**src/rtl/rv32i_pkg.sv**
```systemverilog
`default_nettype none
// ============================================================================
// Module      : rv32i_pkg
// Description : Shared widths, load-return entry type and writeback source tag
// Revision    : 1.0
// ============================================================================
package rv32i_pkg;

    localparam int XLEN       = 32;
    localparam int REG_ADDR_W = 5;
    localparam int NUM_REGS   = 32;

    typedef struct packed {
        logic [REG_ADDR_W-1:0] rd;
        logic [XLEN-1:0]       data;
    } ld_entry_t;

    typedef enum logic [1:0] {
        SRC_NONE = 2'd0,
        SRC_ALU  = 2'd1,
        SRC_LD   = 2'd2
    } wb_src_t;

    function automatic logic reg_is_zero(input logic [REG_ADDR_W-1:0] r);
        return r == '0;
    endfunction

endpackage
`default_nettype wire

```
**src/rtl/register_writeback_if.sv**
```systemverilog
`default_nettype none
// ============================================================================
// Module      : register_writeback_if
// Description : Execute/memory-side writeback bus and register-file write port
// Revision    : 1.0
// ============================================================================
interface register_writeback_if #(
    parameter int XLEN = 32
) ();

    logic                              alu_valid;
    logic [rv32i_pkg::REG_ADDR_W-1:0]  alu_rd;
    logic [XLEN-1:0]                   alu_data;

    logic                              ld_valid;
    logic                              ld_ready;
    logic [rv32i_pkg::REG_ADDR_W-1:0]  ld_rd;
    logic [XLEN-1:0]                   ld_data;

    logic                              issue_valid;
    logic [rv32i_pkg::REG_ADDR_W-1:0]  issue_rd;
    logic [rv32i_pkg::REG_ADDR_W-1:0]  rs1;
    logic [rv32i_pkg::REG_ADDR_W-1:0]  rs2;
    logic                              stall;

    logic                              WE3;
    logic [rv32i_pkg::REG_ADDR_W-1:0]  A3;
    logic [XLEN-1:0]                   WD3;

    modport master (
        output alu_valid, alu_rd, alu_data,
        output ld_valid, ld_rd, ld_data,
        output issue_valid, issue_rd, rs1, rs2,
        input  ld_ready, stall, WE3, A3, WD3
    );

    modport slave (
        input  alu_valid, alu_rd, alu_data,
        input  ld_valid, ld_rd, ld_data,
        input  issue_valid, issue_rd, rs1, rs2,
        output ld_ready, stall, WE3, A3, WD3
    );

endinterface
`default_nettype wire

```
**src/rtl/wb_fifo.sv**
```systemverilog
`default_nettype none
// ============================================================================
// Module      : wb_fifo
// Description : Synchronous FIFO with combinational head read (power-of-2 depth)
// Revision    : 1.0
// ============================================================================
module wb_fifo #(
    parameter int DEPTH = 4,
    parameter int WIDTH = 37,
    parameter int CNT_W = $clog2(DEPTH) + 1
) (
    input  wire logic             clk,
    input  wire logic             rst,
    input  wire logic             push,
    input  wire logic             pop,
    output logic                  full,
    output logic                  empty,
    output logic [CNT_W-1:0]      count,
    input  wire logic [WIDTH-1:0] din,
    output logic [WIDTH-1:0]      dout
);

    localparam int PTR_W = $clog2(DEPTH);

    logic [WIDTH-1:0] r_mem [DEPTH];
    logic [PTR_W-1:0] r_wr_ptr;
    logic [PTR_W-1:0] r_rd_ptr;
    logic [CNT_W-1:0] r_count;
    logic             w_do_push;
    logic             w_do_pop;

    assign full      = (r_count == CNT_W'(DEPTH));
    assign empty     = (r_count == '0);
    assign count     = r_count;
    assign dout      = r_mem[r_rd_ptr];
    assign w_do_push = push && !full;
    assign w_do_pop  = pop && !empty;

    // Storage carries no reset; validity is tracked entirely by r_count.
    always_ff @(posedge clk) begin
        if (w_do_push) begin
            r_mem[r_wr_ptr] <= din;
        end
    end

    // Pointers wrap naturally because DEPTH is a power of two.
    always_ff @(posedge clk) begin
        if (rst) begin
            r_wr_ptr <= '0;
            r_rd_ptr <= '0;
            r_count  <= '0;
        end else begin
            if (w_do_push) begin
                r_wr_ptr <= r_wr_ptr + 1'b1;
            end
            if (w_do_pop) begin
                r_rd_ptr <= r_rd_ptr + 1'b1;
            end
            case ({w_do_push, w_do_pop})
                2'b10:   r_count <= r_count + 1'b1;
                2'b01:   r_count <= r_count - 1'b1;
                default: r_count <= r_count;
            endcase
        end
    end

endmodule
`default_nettype wire

```
**src/rtl/register_writeback.sv**
```systemverilog
`default_nettype none
// ============================================================================
// Module      : register_writeback
// Description : ALU/load writeback arbiter with load-pending scoreboard and stall
// Revision    : 1.0
// ============================================================================
module register_writeback #(
    parameter int XLEN     = rv32i_pkg::XLEN,
    parameter int LD_DEPTH = 4
) (
    input  wire logic            clk,
    input  wire logic            rst,
    register_writeback_if.slave  wb
);

    import rv32i_pkg::*;

    localparam int CNT_W = $clog2(LD_DEPTH) + 1;

    ld_entry_t             w_push_entry;
    ld_entry_t             w_head;
    logic                  w_full;
    logic                  w_empty;
    logic [CNT_W-1:0]      w_count;
    logic                  w_push;
    logic                  w_pop;
    wb_src_t               w_src;

    logic                  r_we3;
    logic [REG_ADDR_W-1:0] r_a3;
    logic [XLEN-1:0]       r_wd3;

    logic [NUM_REGS-1:0]   r_pending;
    logic [NUM_REGS-1:0]   w_pending_set;
    logic [NUM_REGS-1:0]   w_pending_clr;
    logic [NUM_REGS-1:0]   w_pending_nxt;

    // Ready depends only on occupancy; a full FIFO will not accept even if it pops.
    assign wb.ld_ready = !rst && (w_count < CNT_W'(LD_DEPTH));
    assign w_push      = wb.ld_valid && !rst && !w_full;

    always_comb begin
        w_push_entry      = '0;
        w_push_entry.rd   = wb.ld_rd;
        w_push_entry.data = wb.ld_data;
    end

    wb_fifo #(
        .DEPTH (LD_DEPTH),
        .WIDTH ($bits(ld_entry_t)),
        .CNT_W (CNT_W)
    ) u_ld_fifo (
        .clk   (clk),
        .rst   (rst),
        .push  (w_push),
        .pop   (w_pop),
        .full  (w_full),
        .empty (w_empty),
        .count (w_count),
        .din   (w_push_entry),
        .dout  (w_head)
    );

    // ALU results have no backpressure, so they always win the write port.
    always_comb begin
        w_src = SRC_NONE;
        if (wb.alu_valid) begin
            w_src = SRC_ALU;
        end else if (!w_empty) begin
            w_src = SRC_LD;
        end
    end

    assign w_pop = (w_src == SRC_LD);

    always_ff @(posedge clk) begin
        if (rst) begin
            r_we3 <= 1'b0;
            r_a3  <= '0;
            r_wd3 <= '0;
        end else begin
            case (w_src)
                SRC_ALU: begin
                    r_we3 <= !reg_is_zero(wb.alu_rd);
                    r_a3  <= wb.alu_rd;
                    r_wd3 <= wb.alu_data;
                end
                SRC_LD: begin
                    r_we3 <= !reg_is_zero(w_head.rd);
                    r_a3  <= w_head.rd;
                    r_wd3 <= w_head.data;
                end
                default: begin
                    r_we3 <= 1'b0;
                end
            endcase
        end
    end

    assign wb.WE3 = r_we3;
    assign wb.A3  = r_a3;
    assign wb.WD3 = r_wd3;

    // A new issue to a register overrides a same-cycle load completion to it.
    always_comb begin
        w_pending_set = '0;
        w_pending_clr = '0;
        if (wb.issue_valid && !reg_is_zero(wb.issue_rd)) begin
            w_pending_set[wb.issue_rd] = 1'b1;
        end
        if (w_pop) begin
            w_pending_clr[w_head.rd] = 1'b1;
        end
        w_pending_nxt    = (r_pending & ~w_pending_clr) | w_pending_set;
        w_pending_nxt[0] = 1'b0;
    end

    always_ff @(posedge clk) begin
        if (rst) begin
            r_pending <= '0;
        end else begin
            r_pending <= w_pending_nxt;
        end
    end

    assign wb.stall = (!reg_is_zero(wb.rs1) && r_pending[wb.rs1])
                    || (!reg_is_zero(wb.rs2) && r_pending[wb.rs2])
                    || (wb.issue_valid && !reg_is_zero(wb.issue_rd) && r_pending[wb.issue_rd]);

endmodule
`default_nettype wire
```
**src/flat_wrapper.sv**
```systemverilog
// flat-port wrapper written by rule: the top's interface ports become plain ports
module register_writeback_flat import rv32i_pkg::*;
#(
    parameter int XLEN     = rv32i_pkg::XLEN,
    parameter int LD_DEPTH = 4
)
  (clk, rst, wb_alu_valid, wb_alu_rd, wb_alu_data, wb_ld_valid, wb_ld_rd, wb_ld_data, wb_issue_valid, wb_issue_rd, wb_rs1, wb_rs2, wb_ld_ready, wb_stall, wb_WE3, wb_A3, wb_WD3);
  register_writeback_if #(.XLEN(XLEN)) wb_i ();
  input  wire logic clk;
  input  wire logic rst;
  input wire logic [$bits(wb_i.alu_valid)-1:0] wb_alu_valid;
  input wire logic [$bits(wb_i.alu_rd)-1:0] wb_alu_rd;
  input wire logic [$bits(wb_i.alu_data)-1:0] wb_alu_data;
  input wire logic [$bits(wb_i.ld_valid)-1:0] wb_ld_valid;
  input wire logic [$bits(wb_i.ld_rd)-1:0] wb_ld_rd;
  input wire logic [$bits(wb_i.ld_data)-1:0] wb_ld_data;
  input wire logic [$bits(wb_i.issue_valid)-1:0] wb_issue_valid;
  input wire logic [$bits(wb_i.issue_rd)-1:0] wb_issue_rd;
  input wire logic [$bits(wb_i.rs1)-1:0] wb_rs1;
  input wire logic [$bits(wb_i.rs2)-1:0] wb_rs2;
  output wire logic [$bits(wb_i.ld_ready)-1:0] wb_ld_ready;
  output wire logic [$bits(wb_i.stall)-1:0] wb_stall;
  output wire logic [$bits(wb_i.WE3)-1:0] wb_WE3;
  output wire logic [$bits(wb_i.A3)-1:0] wb_A3;
  output wire logic [$bits(wb_i.WD3)-1:0] wb_WD3;
  assign wb_i.alu_valid = wb_alu_valid;
  assign wb_i.alu_rd = wb_alu_rd;
  assign wb_i.alu_data = wb_alu_data;
  assign wb_i.ld_valid = wb_ld_valid;
  assign wb_i.ld_rd = wb_ld_rd;
  assign wb_i.ld_data = wb_ld_data;
  assign wb_i.issue_valid = wb_issue_valid;
  assign wb_i.issue_rd = wb_issue_rd;
  assign wb_i.rs1 = wb_rs1;
  assign wb_i.rs2 = wb_rs2;
  assign wb_ld_ready = wb_i.ld_ready;
  assign wb_stall = wb_i.stall;
  assign wb_WE3 = wb_i.WE3;
  assign wb_A3 = wb_i.A3;
  assign wb_WD3 = wb_i.WD3;
  register_writeback #(.XLEN(XLEN), .LD_DEPTH(LD_DEPTH)) u_core (.clk(clk), .rst(rst), .wb(wb_i));
endmodule
```
**config.mk**
```make
export PLATFORM = sky130hd
export DESIGN_NAME = register_writeback_flat
export DESIGN_NICKNAME = d
export VERILOG_FILES = /design/src/rtl/rv32i_pkg.sv /design/src/rtl/register_writeback_if.sv /design/src/rtl/wb_fifo.sv /design/src/rtl/register_writeback.sv /design/src/flat_wrapper.sv
export SDC_FILE = /design/constraint.sdc
export NUM_CORES = 1
export LEC_CHECK = 0
export ABC_AREA = 1
export CAP_MARGIN = 20
export CELL_PAD_IN_SITES_DETAIL_PLACEMENT = 0
export CELL_PAD_IN_SITES_GLOBAL_PLACEMENT = 1
export CORE_ASPECT_RATIO = 0.9
export CORE_MARGIN = 2
export CORE_UTILIZATION = 44
export CTS_BUF_LIST = sky130_fd_sc_hd__clkbuf_4 sky130_fd_sc_hd__clkbuf_8
export DETAILED_ROUTE_END_ITERATION = 6
export PLACE_DENSITY_LB_ADDON = 0.1
export SYNTH_ARGS = -nofsm -noshare
export SYNTH_HDL_FRONTEND = slang
export SYNTH_SLANG_ARGS = --single-unit
```
**constraint.sdc**
```tcl
create_clock -name clk -period 3.5 [get_ports clk]
set_input_delay 0.525 -clock clk [delete_from_list [all_inputs] [get_ports clk]]
set_output_delay 0.525 -clock clk [all_outputs]
set_load 0.01 [all_outputs]
```
# [Word level (Yosys, flattened, before mapping)]
# Memory sizes are Yosys's and may differ from the RTL's. A register that Yosys moved wholly into a read port is not among the register bits.
# Cells that the tools add are included.
[totals] wordCells=79 memories=1 mem_bits_rw=148 out_inout_bits=40 inputBits=94 register_bits=77
[mem_list] name="u_core.u_ld_fifo.r_mem" depth=4 width=37 read_ports=1 rd_ports_with_merged_regs=1 write_ports=1 line="wb_fifo.sv:25" rtl="logic [WIDTH-1:0] r_mem [DEPTH];"
[op_classes] mux=22 n_addsub=4 n_reduce_logical=29 magnitude_cmp=7 bitwise=3 n_eq_ne=5
[op_table] operator="$mux 32" n=2
[op_table] operator="$pmux 32 s2" n=1
[op_table] operator="$and 32x32->32" n=1
[op_table] operator="$not 32->32" n=1
[op_table] operator="$or 32x32->32" n=1
[op_table] operator="$logic_not 5->1" n=5
[op_table] operator="$lt 5x6->1 const B" n=4
[op_table] operator="$bmux 1 s5" n=3
[op_table] operator="$logic_and 1x1->1" n=11
[op_table] operator="$demux 1 s5" n=2
[op_table] operator="$ge 5x1->1 const B" n=2
[op_table] operator="$pmux 5 s2" n=1
[op_table] operator="$logic_not 1->1" n=8
[op_table] operator="$mux 2" n=4
[op_table] operator="$mux 1" n=7
[op_table] operator="$pmux 3 s2" n=1
[op_table] operator="$add 2x1->2 const B" n=2
[op_table] operator="$eq 2x1->1 const B" n=2
[op_table] operator="$eq 2x2->1 const B" n=2
[op_table] operator="$reduce_bool 2->1" n=2
[op_table] operator="$add 3x1->3 const B" n=1
[op_table] operator="$eq 3x3->1 const B" n=1
[op_table] operator="$logic_not 3->1" n=1
[op_table] operator="$lt 3x3->1 const B" n=1
[op_table] operator="3 further kinds" n=4

# [Depth between registers and ports, before layout]
[depth] ltp_word=8 ltp_mapped=14 ltp_nobuf=13

# [By module]
# From an unflattened synthesis, not the netlist that was laid out.
[unflattened] cells_unflattened=1106 hier_area_um2=10060.9
[modules_own_cells] mod="wb_fifo" seq_area_each_um2=4624.4 cells_per_inst=428 area_each_um2=5972.0 instances=1
[modules_own_cells] mod="register_writeback" seq_area_each_um2=1381.3 cells_per_inst=678 area_each_um2=4088.9 instances=1

# [Least setup slack after synthesis]
# OpenSTA, ideal clock, no wires.
[synth_timing] kind="in2reg" start="input port rst" end="memory u_core.u_ld_fifo.r_mem[0][0], enable pin" stages=4 t_arrival_ns=2.590 t_required_ns=3.069 setup_ns=0.431 path_buffers=1 slack_ns=0.478 cell_sequence="clkbuf_1 inv_1 nand3_1 nor2_1"
[synth_between] elab_chain_cells=6
[synth_lines] element="from (decl)" line="flat_wrapper.sv:10" rtl="input wire logic rst;"
[synth_lines] element="$logic_not 1->1" line="register_writeback.sv:40" rtl="assign w_push = wb.ld_valid && !rst && !w_full;"
[synth_lines] element="$logic_and 1x1->1 (2 in a row)" line="register_writeback.sv:40"
[synth_lines] element="$logic_and 1x1->1" line="wb_fifo.sv:36" rtl="assign w_do_push = push && !full;"
[synth_lines] element="$mux 1" line="wb_fifo.sv:41" rtl="if (w_do_push) begin"
[synth_lines] element="$mux 1 (implied by the code)" line="wb_fifo.sv:42" rtl="r_mem[r_wr_ptr] <= din;"
[synth_lines] element="to (decl)" line="wb_fifo.sv:25"
# No other way between the ends.

# [Worst setup path in the final report]
[layout_timing] start="input port wb_issue_rd[0]" end="output port wb_stall"
[layout_between] elab_chain_cells=5 elab_cells_between_ends=7 classes_between="2 x mux; 5 x reduce/logical"
[layout_lines] element="from (decl)" line="flat_wrapper.sv:18" rtl="input wire logic [$bits(wb_i.issue_rd)-1:0] wb_issue_rd;"
[layout_lines] element="parallel branches: the longest is 3 deep, another holds $bmux 1 s5"
[layout_lines] element="$logic_and 1x1->1 *" line="register_writeback.sv:128" rtl="|| (wb.issue_valid && !reg_is_zero(wb.issue_rd) && r_pending[wb.issue_rd]);"
[layout_lines] element="$logic_or 1x1->1 *" line="register_writeback.sv:128"
[layout_lines] element="to (decl)" line="flat_wrapper.sv:22" rtl="output wire logic [$bits(wb_i.stall)-1:0] wb_stall;"
# Every way passes the cells marked *. The select of a mux whose other input is x is not followed.

==> report_table.html <==
<table>
<tr><th>Metric</th><th>Value</th></tr>
<tr><th colspan="2">STA</th></tr>
<tr><td>Max Fclk</td><td>around 320 MHz</td></tr>
<tr><td>Number of pins exceeding their max-slew limit in the final report</td><td>0</td></tr>
<tr><td>Setup repair after global routing missed its margin</td><td>false</td></tr>
<tr><td>Tcrit/Tclk final</td><td>0.8900</td></tr>
<tr><td>Layout Skew</td><td>around 0.013 ns</td></tr>
<tr><td>Final number of setup-violating endpoints</td><td>0</td></tr>
<tr><td>Relative max-transition margin</td><td>0.4685</td></tr>
<tr><td>Crit path setup slack, layout</td><td>between 0.3 and 0.4 ns</td></tr>
<tr><td>Worst slew pin tran</td><td>0.7972 ns</td></tr>
<tr><td>Crit path time final</td><td>just over 3 ns</td></tr>
<tr><td>Count of final hold-check violations</td><td>0</td></tr>
<tr><td>Final TNS setup</td><td>0 ns</td></tr>
<tr><th colspan="2">Drt</th></tr>
<tr><td>Number of optimization iterations in the first detailed-route pass</td><td>5</td></tr>
<tr><td>Drt via density</td><td>about 5.1</td></tr>
<tr><td>Vias</td><td>approximately 7800</td></tr>
<tr><td>Iteration-0 DRC Markers</td><td>467</td></tr>
<tr><td>Count of antenna-violating nets left after detailed routing</td><td>0</td></tr>
<tr><td>Per-cell routed wire length</td><td>roughly 17 um</td></tr>
<tr><td>Final routed DRC violation total</td><td>0</td></tr>
<tr><td>Final wirelength</td><td>25.74 mm</td></tr>
<tr><th colspan="2">Power</th></tr>
<tr><td>P_leak</td><td>approximately 4.6 nW</td></tr>
<tr><td>Worst IR Drop VDD</td><td>0.3133 mV</td></tr>
<tr><td>PwrDens</td><td>between 600 and 700 nW/um2</td></tr>
<tr><th colspan="2">Logic synthesis</th></tr>
<tr><td>Area of the mapped netlist</td><td>slightly below 10000 um2</td></tr>
<tr><td>Post-synthesis net count</td><td>1157</td></tr>
<tr><td>Top-count cell post-synth</td><td>nand2_1</td></tr>
<tr><td>Ys async rst share</td><td>0</td></tr>
<tr><td>Cell types occupying the most area after synthesis</td><td>edfxtp_1 (45%), dfxtp_1 (16%), nand2_1 (11%)</td></tr>
<tr><td>Part of the Yosys area used for sequential elements</td><td>0.6064</td></tr>
<tr><td>Commonest cells in the netlist</td><td>nand2_1 (287), edfxtp_1 (148), nor2_1 (96)</td></tr>
<tr><td>Share of Yosys cell area claimed by the top area cell type</td><td>0.4487</td></tr>
<tr><td>Post-synthesis cell type with the largest combined area</td><td>edfxtp_1</td></tr>
<tr><td>Total of warnings raised by yosys</td><td>0</td></tr>
<tr><td>Count of different cell masters after synthesis</td><td>40</td></tr>
<tr><td>Count of flip-flops with a built-in enable after synthesis</td><td>148</td></tr>
<tr><td>Number of synthesized register bits</td><td>between 200 and 250</td></tr>
<tr><td>Post-synthesis area per instance</td><td>9.370 um2</td></tr>
<tr><td>Most used flip-flop cell after synthesis</td><td>edfxtp_1</td></tr>
<tr><td>Synthesized instance count</td><td>1057</td></tr>
<tr><th colspan="2">Critical path</th></tr>
<tr><td>Critical path arrival</td><td>2.59 ns</td></tr>
<tr><td>Required time reported for the critical path endpoint</td><td>2.97 ns</td></tr>
<tr><td>Nature of the critical path endpoint</td><td>output port</td></tr>
<tr><td>Category of the critical setup timing path</td><td>in -&gt; out</td></tr>
<tr><td>Critical path peak fanout</td><td>9</td></tr>
<tr><td>Critical Path Start Type</td><td>primary input</td></tr>
<tr><th colspan="2">Layout</th></tr>
<tr><td>Final Net Count</td><td>1298</td></tr>
<tr><td>Area overhead of the layout relative to synthesis</td><td>24.84%</td></tr>
<tr><td>Combined area of the multi-input logic cells</td><td>around 3400 um2</td></tr>
<tr><td>Filler Cell Count</td><td>just over 2000</td></tr>
<tr><td>Proportion of layout cells with a drive suffix above 1</td><td>0.1075</td></tr>
<tr><td>Sequential cell area</td><td>roughly 6000 um2</td></tr>
<tr><th colspan="2">Global route</th></tr>
<tr><td>Pin count of the biggest net entering global routing</td><td>70</td></tr>
<tr><td>Global-route wire length before repair</td><td>a little over 40 mm</td></tr>
<tr><td>Met1 usage</td><td>0.3098</td></tr>
<tr><td>Met3 track demand over resource in global routing</td><td>0.05028</td></tr>
<tr><td>Number of antenna violations at the first check in global routing</td><td>1</td></tr>
<tr><td>Total routing resource utilization after global routing</td><td>0.2159</td></tr>
<tr><td>Gr busiest metal</td><td>met2</td></tr>
<tr><td>GRT Residual Overflow</td><td>0</td></tr>
<tr><td>Met2 usage</td><td>0.3347</td></tr>
<tr><td>Number of global-route vias before repair</td><td>between 7000 and 8000</td></tr>
<tr><th colspan="2">Placed design</th></tr>
<tr><td>PortBufs</td><td>roughly 130</td></tr>
<tr><td>Worst slack after detailed placement</td><td>0.4125 ns</td></tr>
<tr><td>Detailed Place HPWL</td><td>approximately 17 mm</td></tr>
<tr><td>Routability Congestion</td><td>around 0.9</td></tr>
<tr><th colspan="2">Floorplanning</th></tr>
<tr><td>Number of rows in the core area</td><td>52</td></tr>
<tr><td>Die H</td><td>approximately 150 um</td></tr>
<tr><td>I/O pin total</td><td>134</td></tr>
<tr><td>Effective utilization at floorplan</td><td>0.4438</td></tr>
<tr><td>DIE AREA</td><td>approximately 24000 um2</td></tr>
<tr><td>Die span in x</td><td>roughly 160 um</td></tr>
<tr><td>Core outline area</td><td>22320 um2</td></tr>
<tr><th colspan="2">Clock tree</th></tr>
<tr><td>TritonCTS Buffers</td><td>38</td></tr>
<tr><td>CTS sink cnt</td><td>about 230</td></tr>
<tr><td>Maximum level of the CTS H-tree</td><td>2</td></tr>
<tr><td>Number of hold-repair buffers added at the cts stage</td><td>0</td></tr>
<tr><td>Count of instances resized after the clock tree is built</td><td>0</td></tr>
<tr><td>Setup bufs post-CTS</td><td>0</td></tr>
<tr><td>Deepest clock path buffer count</td><td>3</td></tr>
<tr><td>CTS clk-pin slew, worst paths</td><td>0.06 ns</td></tr>
<tr><td>Clock latency on the worst-skew pair</td><td>0.53 ns</td></tr>
<tr><td>TritonCTS clock tree</td><td>done</td></tr>
<tr><td>Clock root cell</td><td>clkbuf_8</td></tr>
<tr><th colspan="2">Worst hold path</th></tr>
<tr><td>Hold crit path type</td><td>in -&gt; reg</td></tr>
<tr><th colspan="2">Run</th></tr>
<tr><td>Total of max-cap violations</td><td>0</td></tr>
<tr><th colspan="2">Run status</th></tr>
<tr><td>Result of the run</td><td>completed</td></tr>
</table>
final timing paths:
check | startpoint | endpoint | slack (ns) | cells after the start
setup reg to reg | u_core.u_ld_fifo.count[0] | u_core.u_ld_fifo.count[2] | 1.26 | 10
hold / removal | wb_alu_valid | u_core.wb.WD3[11] | 0.36 | 3
setup / recovery | wb_issue_rd[0] | wb_stall | 0.39 | 10
hold reg to reg | u_core.u_ld_fifo.r_rd_ptr[1] | u_core.u_ld_fifo.r_rd_ptr[1] | 0.48 | 2
where the power goes:
| group | switching (mW) | total, mW | internal [mW] |
|---|---|---|---|
| clock network | 1.06 | 2.46 | 1.40 |
| logic | 1.15 | 1.81 | 0.657 |
| registers | 0.126 | 3.18 | 3.06 |
| total | 2.34 | 7.45 | 5.12 |
sequential cells by signal (all words and copies together) (netlist names), named ones only:
signal,flops
u_core.wb.WD3,32
u_core.wb.A3,5
u_core.r_pending,31
u_core.u_ld_fifo.r_rd_ptr,2
u_core.u_ld_fifo.r_mem,148
u_core.u_ld_fifo.r_wr_ptr,2
u_core.u_ld_fifo.count,3
u_core.wb.WE3,1
per-stage QoR:
| stage | hold slack [ns] | power [mW] | std cells | util | instance area, um2 |
|---|---|---|---|---|---|
| floorplan | 0.4361 | 4.388 | 1057 | - | 9905 |
| global placement | 0.4565 | 5.054 | 1455 | 0.5172 | 11540 |
| detailed placement | 0.4637 | 5.064 | 1455 | 0.5172 | 11540 |
| CTS | 0.3322 | 7.536 | 1525 | 0.5539 | 12360 |
| global route | 0.3758 | 7.850 | 1525 | 0.5539 | 12360 |
| finish | 0.3627 | 7.452 | 1526 | 0.5540 | 12360 |
layout by cell type (no fill, tap or decap), drive strengths merged:
master	count
o221ai	1
o22ai	31
o41ai	1
and2	1
a31oi	33
or2	1
o21ai	120
o211ai	2
clkbuf	51
a21oi	48
a22oi	2
nand3	43
a221oi	2
edfxtp	148
bufinv	2
nor3	6
clkdlybuf4s50	131
buf	22
o31ai	1
dfxtp	78
clkinv	17
diode	1
xor2	1
nand2	304
nor2	103
inv	73
fa	1
ha	5
cell type report:
type | instances | share of cell area
Antenna cell | 1 | 0.0002024
Multi-Input combinational cell | 706 | 0.2741
Clock buffer | 51 | 0.05373
Timing Repair Buffer | 153 | 0.1210
Sequential cell | 226 | 0.4858
Inverter | 73 | 0.02236
Clock inverter | 19 | 0.01265
Tap cell | 297 | 0.03005
critical path: stages:
cell and delay, ns:
clkdlybuf4s50_1 0.55, nand2_1 0.25, o21ai_0 0.31, o21ai_0 0.11, nand2_1 0.08, nor2_1 0.05
nand2_1 0.05, nand2_1 0.06, nand2_1 0.07, clkdlybuf4s50_1 0.52
cells by family after synthesis:
kind of cell,count (synthesis),synth area share
buffers and inverters,125,0.05495
XOR/XNOR,1,0.0008844
AO/OA/AOI/OAI,241,0.1334
flip-flops,226,0.6064
AND/OR/NAND/NOR,458,0.1961
adder cells (fa/ha/maj),6,0.008338
per-layer routing:
| metal | part of all wire | up-vias |
|---|---|---|
| met5 | 0 | - |
| met4 | 0.014 | 0 |
| met3 | 0.068 | 32 |
| met2 | 0.45 | 209 |
| met1 | 0.47 | 3701 |
| li1 | - | 3900 |
(Power assumes the default switching activity.)
